### src/rtl/match_scoreboard.sv
// match_scoreboard: best-of-N match tracker driving an upstream round counter, with a round-result log FIFO.
// Ports:
//   clk, rst (async, active low)
//   start                  begin a new match (honoured only in IDLE or DONE)
//   GAMEOVER, WHO          round-finished level and result (10 winner, 01 loser, 00/11 void)
//   clear_out              one-cycle clear pulse to the upstream counter
//   win_rounds, lose_rounds, round_cnt   per-match tallies
//   busy, match_done, champion, err      match status
//   log_valid, log_ready, log_data, log_ovf  first-word fall-through log of {round index, WHO}
module match_scoreboard #(
    parameter int MATCH_ROUNDS = 7,
    parameter int LOG_DEPTH    = 4
) (
    input  logic       clk,
    input  logic       rst,
    input  logic       start,
    input  logic       GAMEOVER,
    input  logic [1:0] WHO,
    output logic       clear_out,
    output logic [3:0] win_rounds,
    output logic [3:0] lose_rounds,
    output logic [3:0] round_cnt,
    output logic       busy,
    output logic       match_done,
    output logic [1:0] champion,
    output logic       err,
    output logic       log_valid,
    input  logic       log_ready,
    output logic [5:0] log_data,
    output logic       log_ovf
);
    localparam logic [3:0] MAJ = 4'(MATCH_ROUNDS / 2 + 1);
    localparam int PW = (LOG_DEPTH > 1) ? $clog2(LOG_DEPTH) : 1;
    localparam int CW = $clog2(LOG_DEPTH + 1);

    typedef enum logic [2:0] {IDLE, CLEAR, PLAY, ROUND_END, DONE} state_t;
    state_t state, state_n;

    logic          gover_q;
    logic [1:0]    who_r;
    logic [3:0]    win_n, lose_n, rnd_n;
    logic          round_edge, idle_like, push, pop, full, wr_en;
    logic [5:0]    mem [LOG_DEPTH];
    logic [PW-1:0] wr_ptr, rd_ptr;
    logic [CW-1:0] count;

    function automatic logic [PW-1:0] bump(input logic [PW-1:0] p);
        return (p == PW'(LOG_DEPTH - 1)) ? '0 : p + PW'(1);
    endfunction

    // gover_q runs in every state, so a level still high when PLAY is entered is not an edge
    assign round_edge = (state == PLAY) && GAMEOVER && !gover_q;
    assign idle_like  = (state == IDLE) || (state == DONE);
    assign rnd_n      = (round_cnt == 4'd15) ? round_cnt : round_cnt + 4'd1;
    assign win_n      = win_rounds + 4'(who_r == 2'b10);
    assign lose_n     = lose_rounds + 4'(who_r == 2'b01);

    assign clear_out  = (state == CLEAR);
    assign busy       = !idle_like;
    assign match_done = (state == DONE);
    assign champion   = !match_done ? 2'b00 : (win_rounds == MAJ) ? 2'b10 : (lose_rounds == MAJ) ? 2'b01 : 2'b00;

    always_comb begin
        state_n = state;
        case (state)
            IDLE, DONE: state_n = start ? CLEAR : state;
            CLEAR:      state_n = PLAY;
            PLAY:       state_n = round_edge ? ROUND_END : PLAY;
            ROUND_END:  state_n = (win_n == MAJ || lose_n == MAJ || rnd_n == 4'd15) ? DONE : CLEAR;
            default:    state_n = IDLE;
        endcase
    end

    always_ff @(posedge clk or negedge rst) begin
        if (!rst) begin
            state       <= IDLE;
            gover_q     <= 1'b0;
            who_r       <= 2'b00;
            win_rounds  <= '0;
            lose_rounds <= '0;
            round_cnt   <= '0;
            err         <= 1'b0;
        end else begin
            state   <= state_n;
            gover_q <= GAMEOVER;
            if (round_edge)
                who_r <= WHO;
            if (idle_like && start) begin
                win_rounds  <= '0;
                lose_rounds <= '0;
                round_cnt   <= '0;
                err         <= 1'b0;
            end else if (state == ROUND_END) begin
                round_cnt   <= rnd_n;
                win_rounds  <= win_n;
                lose_rounds <= lose_n;
                if (who_r[1] == who_r[0])
                    err <= 1'b1;
            end
        end
    end

    // When full, a simultaneous pop frees the slot the write pointer lands on
    assign push      = (state == ROUND_END);
    assign log_valid = (count != '0);
    assign pop       = log_valid && log_ready;
    assign full      = (count == CW'(LOG_DEPTH));
    assign wr_en     = push && (!full || pop);
    assign log_data  = log_valid ? mem[rd_ptr] : '0;

    always_ff @(posedge clk or negedge rst) begin
        if (!rst) begin
            wr_ptr  <= '0;
            rd_ptr  <= '0;
            count   <= '0;
            log_ovf <= 1'b0;
        end else begin
            if (wr_en)
                wr_ptr <= bump(wr_ptr);
            if (pop)
                rd_ptr <= bump(rd_ptr);
            count <= count + CW'(wr_en) - CW'(pop);
            if (push && full && !pop)
                log_ovf <= 1'b1;
        end
    end

    always_ff @(posedge clk) begin
        if (wr_en)
            mem[wr_ptr] <= {rnd_n, who_r};
    end
endmodule

### config.mk
export PLATFORM = sky130hd
export DESIGN_NAME = match_scoreboard
export DESIGN_NICKNAME = d
export VERILOG_FILES = /design/src/rtl/match_scoreboard.sv
export SDC_FILE = /design/constraint.sdc
export NUM_CORES = 1
export LEC_CHECK = 0
export BUFFER_PORTS_ARGS = -buffer_cell sky130_fd_sc_hd__buf_2
export CELL_PAD_IN_SITES_DETAIL_PLACEMENT = 1
export CELL_PAD_IN_SITES_GLOBAL_PLACEMENT = 1
export CORE_UTILIZATION = 42
export CTS_CLUSTER_SIZE = 12
export DETAILED_ROUTE_END_ITERATION = 10
export GPL_ROUTABILITY_DRIVEN = 0
export PLACE_DENSITY_LB_ADDON = 0.25
export SKIP_LAST_GASP = 1
export SYNTH_ARGS = -nofsm -noshare
export SYNTH_HDL_FRONTEND = slang
export SYNTH_SLANG_ARGS = --single-unit
### constraint.sdc
create_clock -name clk -period 2.3 [get_ports clk]
set_input_delay 0.115 -clock clk [delete_from_list [all_inputs] [get_ports clk]]
set_output_delay 0.115 -clock clk [all_outputs]
set_load 0.005 [all_outputs]
==> results of run 1 <==
==> routing by layer <==
metal  GRT usage (%)  up-vias  share of wire [%]
met5               0        -                  0
met4            3.89        0               0.82
met3            3.84        4                3.2
met2            30.0       28                 52
met1            20.2      765                 44
li1                -      753                  -
==> flip-flops by register name, indices dropped and copies added, names as in the netlist <==
signal	cells
count	3
log_ovf	1
gover_q	1
lose_rounds	4
who_r	2
state	3
win_rounds	4
rd_ptr	2
round_cnt	4
err	1
wr_ptr	2
mem	24
==> what timing repair did <==
item | 4_1_cts | 5_1_grt
setup buffers | 0 | 2
hold endpoints to repair | 29 | 0
hold buffers | 3 | 0
endpoints found under the setup margin | 0 | 1
resized for setup | 0 | 2
==> power groups by stage <==
stage                     sequential, uW  clock, uW  combinational [uW]
after detailed placement            1570          0                1270
after global placement              1560          0                1220
after floorplan                     1420          0                 948
after CTS                           1550        739                1290
after global routing                1590        768                1450
final                               1550        722                1290
==> area by class of cell <==
| type | count | area (sq um) |
|---|---|---|
| Fill cell | 593 | 2690 |
| Sequential cell | 51 | 1400 |
| Multi-Input combinational cell | 118 | 977 |
| Timing Repair Buffer | 42 | 243 |
| Tap cell | 72 | 90.1 |
| Clock buffer | 5 | 68.8 |
| Clock inverter | 3 | 67.6 |
| Inverter | 11 | 41.3 |
==> per-stage QoR <==
| step | power [uW] | setup WS (ps) | cell area, sq um |
|---|---|---|---|
| 2_1_floorplan | 2370 | 65.0 | 2440 |
| 6_report | 3560 | 103 | 2880 |
| 5_1_grt | 3810 | 1.55 | 2880 |
| 3_3_place_gp | 2780 | 117 | 2690 |
| 4_1_cts | 3580 | 22.5 | 2860 |
| 3_5_place_dp | 2840 | 64.2 | 2690 |
==> cell usage in the layout (no fill, tap or decap), drive strengths merged, types with 6 or more instances in the layout <==
cell,netlist,layout
dfrtp,27,27
mux4,6,6
ha,14,14
buf,8,39
nor2,13,13
edfxtp,24,24
and2,10,10
inv,11,11
o21ai,10,10
nand2,16,16
==> logic make-up (layout without fill, tap and decap cells) <==
kind of cell               after synthesis  count (layout)  synth area share (%)
muxes                                    8               8                  6.45
and+or+nand+nor                         61              61                  15.0
DFF                                     51              51                  57.1
adders and majority gates               15              15                  7.98
xor gates and xnor gates                 9               9                  3.22
buffers and inverters                   20              61                  3.48
AOI/OAI and AO/OA                       25              25                  6.70
==> path summary, 6_finish.rpt <==
path / startpoint / end / slack, ps / cells after the start
max in group asynchronous: rst / count[2] / 1540 / 2
max reg2reg: count[1] / count[2] / 100 / 9
min in group asynchronous: rst / lose_rounds[2] / 350 / 2
max: count[1] / count[2] / 100 / 9
min: WHO[0] / who_r[0] / 40 / 3
min reg2reg: log_ovf / log_ovf / 460 / 1
==> critical path, delay by kind of cell, from the launching register on <==
| kind | cells | cell delay (ps) |
|---|---|---|
| XOR/XNOR | 2 | 310 |
| adder cells (fa/ha/maj) | 3 | 850 |
| buffers and inverters | 2 | 70 |
| flip-flops | 1 | 400 |
| AND/OR/NAND/NOR | 2 | 460 |
==> results.yml, run 1 <==
setup_path:
  end_kind: "flip-flop"
  path_cells: "or3_4, nand2_2, inv_2, ha_1, inv_1, ha_1, fa_1, xor2_1, xnor2_1"
  crit_path_frequent_cell: "ha_1"
  crit_fanout: 2
  critPathSlowestCell: "dfrtp_1"
  worstPathArrival_ps: 2380
  cpPeakStageDelay_ps: 400
  start_kind: "flip-flop"
  crit_type: "reg2reg"
  required_ps: 2480
route:
  wl_per_cell_um: 15.4
  drcViolationCount: 0
  antenna_left: 0
  drtIter0Drc: 31
  wl_um: 4660
  vias: 1550
  firstDrtPassIters: 4
  viasPerCell: 5.13
layout:
  layout.cells.non_filler: 302
  area_growth_pct: 18.0
  antenna_cells: 0
  fin_util_pct: 51.7
  layout.nets: 251
  layout-drive-gt1-share_pct: 27.8
floorplan:
  die_y_um: 78.3
  dieArea_sq_um: 6130
  top_level_ports: 33
  rows: 27
  coreArea_sq_um: 5570
  die_w_um: 78.3
  initial_core_util_pct: 43.9
cts:
  clk_latency_ps: 300
  cts_sinks: 51
  ctsRootBufferMaster: "clkbuf_8"
  tritoncts: "yes"
  clk_pin_slew_worst_paths_ps: 90
  numCtsBuffers: 5
  cts_max_level: 2
  ctsLongestPathBuffers: 2
power_and_ir_drop:
  p_comb_share_pct: 36.3
  irDropWorstVdd_mv: 0.474
  p_seq_share_pct: 43.4
  powerDensity_nw_per_um2: 1230
  p_int_uw: 2360
  sw_frac_of_total_pct: 33.8
  power.switching_uw: 1210
  clkPwrFrac_pct: 20.3
  p_leak_uw: 0.00127
run:
  drv_cap: 0
synthesis:
  synth_cell_types: 44
  syn_nets: 211
  synth_edf_count: 24
  syn_area_sq_um: 2440
  synth-seq-area-share_pct: 57.1
  yosys_most_used_dff: "dfrtp_1"
  yosysMostFrequentCell: "dfrtp_1"
  ys_ff_latch: 51
  synth_top_cell_by_area: "edfxtp_1"
  netlist.area_leader.share_pct: 29.5
  synth.avg_cell_area_sq_um: 12.9
  synth_commonest_cells: "27 x dfrtp_1, 24 x edfxtp_1, 15 x nand2_1"
  syn_inst: 189
  yosys_warnings: 0
  synth_area_leaders: "edfxtp_1 29%, dfrtp_1 28%, ha_1 7.2%, mux4_2 5.5%, and2_1 2.6%"
  synthArstFlopShare_pct: 52.9
timing:
  hold_slack_ps: 35.2
  finalSetupViolCount: 0
  tns_ps: 0
  timing.slew.headroom_pct: 59.9
  min_period_over_period_pct: 95.5
  hold_viol_final: 0
  drv_slew: 0
  rsz0062_at_grt: "no"
  timing.fmax_mhz: 455
  period_minus_slack_ps: 2200
  worst_pin_slew_ps: 601
  clock-skew-final_ps: 8.64
placed_design:
  dp_hpwl_um: 3390
  dp.cells: 289
  port_buffers: 32
grt:
  antenna_found_initial: 0
  grt_pass1_wl_um: 7710
  grtUsageTotal_pct: 16.7
  overflow: 0
  grt_pass1_vias: 1565
  grt_max_degree: 28
min_path:
  hold_class: "in2reg"
status:
  outcome: "completed"
No activity file was read; power rests on OpenSTA's default activity.
==> inputs of run 2 (changes only) <==
CORE_ASPECT_RATIO = 1.5   (was unset)
==> results.yml, run 2 (synthesized netlist as in run 1, its figures left out) <==
status:
  outcome: "completed"
grt:
  antenna_found_initial: 0
  grt_pass1_wl_um: 8200
  grt_pass1_vias: 1631
  overflow: 0
  grt_max_degree: 28
  grtUsageTotal_pct: 18.0
layout:
  mostFrequentLayoutCells: "32 x buf_2, 25 x dfrtp_1, 24 x edfxtp_1"
  antenna_cells: 0
  mostFrequentLayoutCell: "buf_2"
  regMostFlops: "mem"
  area_growth_pct: 15.0
  largest_reg_flops: 24
  layout-drive-gt1-share_pct: 28.6
  layout.nets: 248
timing:
  timing.fmax_mhz: 455
  min_period_over_period_pct: 95.6
  rsz0062_at_grt: "no"
  drv_slew: 0
  tns_ps: 0
  finalSetupViolCount: 0
  worst_pin_slew_ps: 654
  worst_slack_ps: 101
  period_minus_slack_ps: 2200
  timing.slew.headroom_pct: 56.4
  hold_viol_final: 0
  clock-skew-final_ps: 8.94
route:
  firstDrtPassIters: 4
  drcViolationCount: 0
  antenna_left: 0
  wl_per_cell_um: 16.6
  drtIter0Drc: 28
  viasPerCell: 5.24
  vias: 1555
  wl_um: 4950
cts:
  clk_latency_ps: 300
  cts_max_level: 2
  numCtsBuffers: 5
  tritoncts: "yes"
  cts_sinks: 51
  clk_pin_slew_worst_paths_ps: 90
  ctsLongestPathBuffers: 2
  ctsRootBufferMaster: "clkbuf_8"
floorplan:
  initial_core_util_pct: 44.2
  coreArea_sq_um: 5530
  top_level_ports: 33
  dieArea_sq_um: 6140
  die_y_um: 95.4
  die_w_um: 64.3
  rows: 33
power_and_ir_drop:
  powerDensity_nw_per_um2: 1190
  p_leak_uw: 0.00123
  irDropWorstVdd_mv: 0.613
run:
  drv_cap: 0
min_path:
  hold_class: "in2reg"
setup_path:
  cpPeakStageDelay_ps: 410
  required_ps: 2520
  end_kind: "flip-flop"
  critPathBufInv: 2
  cp_top_family: "adder cells"
  crit_path_frequent_cell: "ha_1"
  worstPathArrival_ps: 2420
  path_cells: "or3_4, nand2_4, inv_2, ha_1, inv_1, ha_1, fa_2, xor2_1, xnor2_1"
  crit_type: "reg2reg"
  crit_fanout: 4
  critPathSlowestCell: "or3_4"
  start_kind: "flip-flop"
placed_design:
  port_buffers: 32
  dp_hpwl_um: 3740
  place_ws_ps: 1.44
[run 2: worst paths after layout]
| kind | depth (start not counted) | slack, ps | from | end |
|---|---|---|---|---|
| hold / removal | 2 | 10 | start | state[2] |
| setup reg to reg | 9 | 100 | count[2] | count[2] |
| setup / recovery | 9 | 100 | count[2] | count[2] |
| min in group asynchronous | 2 | 370 | rst | err |
| max in group asynchronous | 2 | 1470 | rst | who_r[1] |
| hold reg to reg | 1 | 460 | log_ovf | log_ovf |
[run 2: through the flow]
stage | cell area, sq um | utilization [%] | hold WS (ps) | power (uW) | instances
finish | 2810 | 50.8 | 12.4 | 3340 | 297
floorplan | 2440 | - | -181 | 2370 | 189
global route | 2810 | 50.8 | 4.31 | 3600 | 297
detailed placement | 2680 | 48.4 | 178 | 2840 | 286
global placement | 2680 | 48.4 | 167 | 2730 | 286
CTS | 2800 | 50.5 | 2.95 | 3360 | 297
[run 2: power breakdown]
| group | leakage, uW | internal [uW] | total (uW) | switching (uW) |
|---|---|---|---|---|
| Sequential | 0.000563 | 1260 | 1550 | 288 |
| Combinational | 0.000628 | 654 | 1290 | 641 |
| Clock | 0.0000374 | 212 | 497 | 285 |
[run 2: layer usage]
layer  GRT usage (%)  vias up  routed length, um
met5               0        -                  0
met4            7.78        0                 87
met3            2.99        6                137
met2            33.5       29               2780
met1            19.9      774               1940
li1                -      746                  -
[run 2: repair_timing]
action,4_1_cts,5_1_grt
hold buffers,2,0
pin swaps,1,2
gates resized for setup,1,5
hold endpoints to repair,28,0
buffers inserted,1,0
endpoints found under the setup margin,1,3
[run 2: cell type report]
type / instances / area (sq um)
inverters: 11 / 41.3
multi-input cells: 118 / 981
clock buffers: 6 / 72.6
fillers: 604 / 2720
clock inverters: 2 / 12.5
repair buffers: 39 / 218
flip-flops and latches: 51 / 1400
well taps: 70 / 87.6
[run 2: worst register-to-register path: cells and delay by family, from the launching register on]
| kind | cells | cell delay [ps] |
|---|---|---|
| flops | 1 | 390 |
| simple gates | 2 | 510 |
| fa+ha+maj | 3 | 810 |
| xor+xnor | 2 | 340 |
| buf+inv | 2 | 70 |
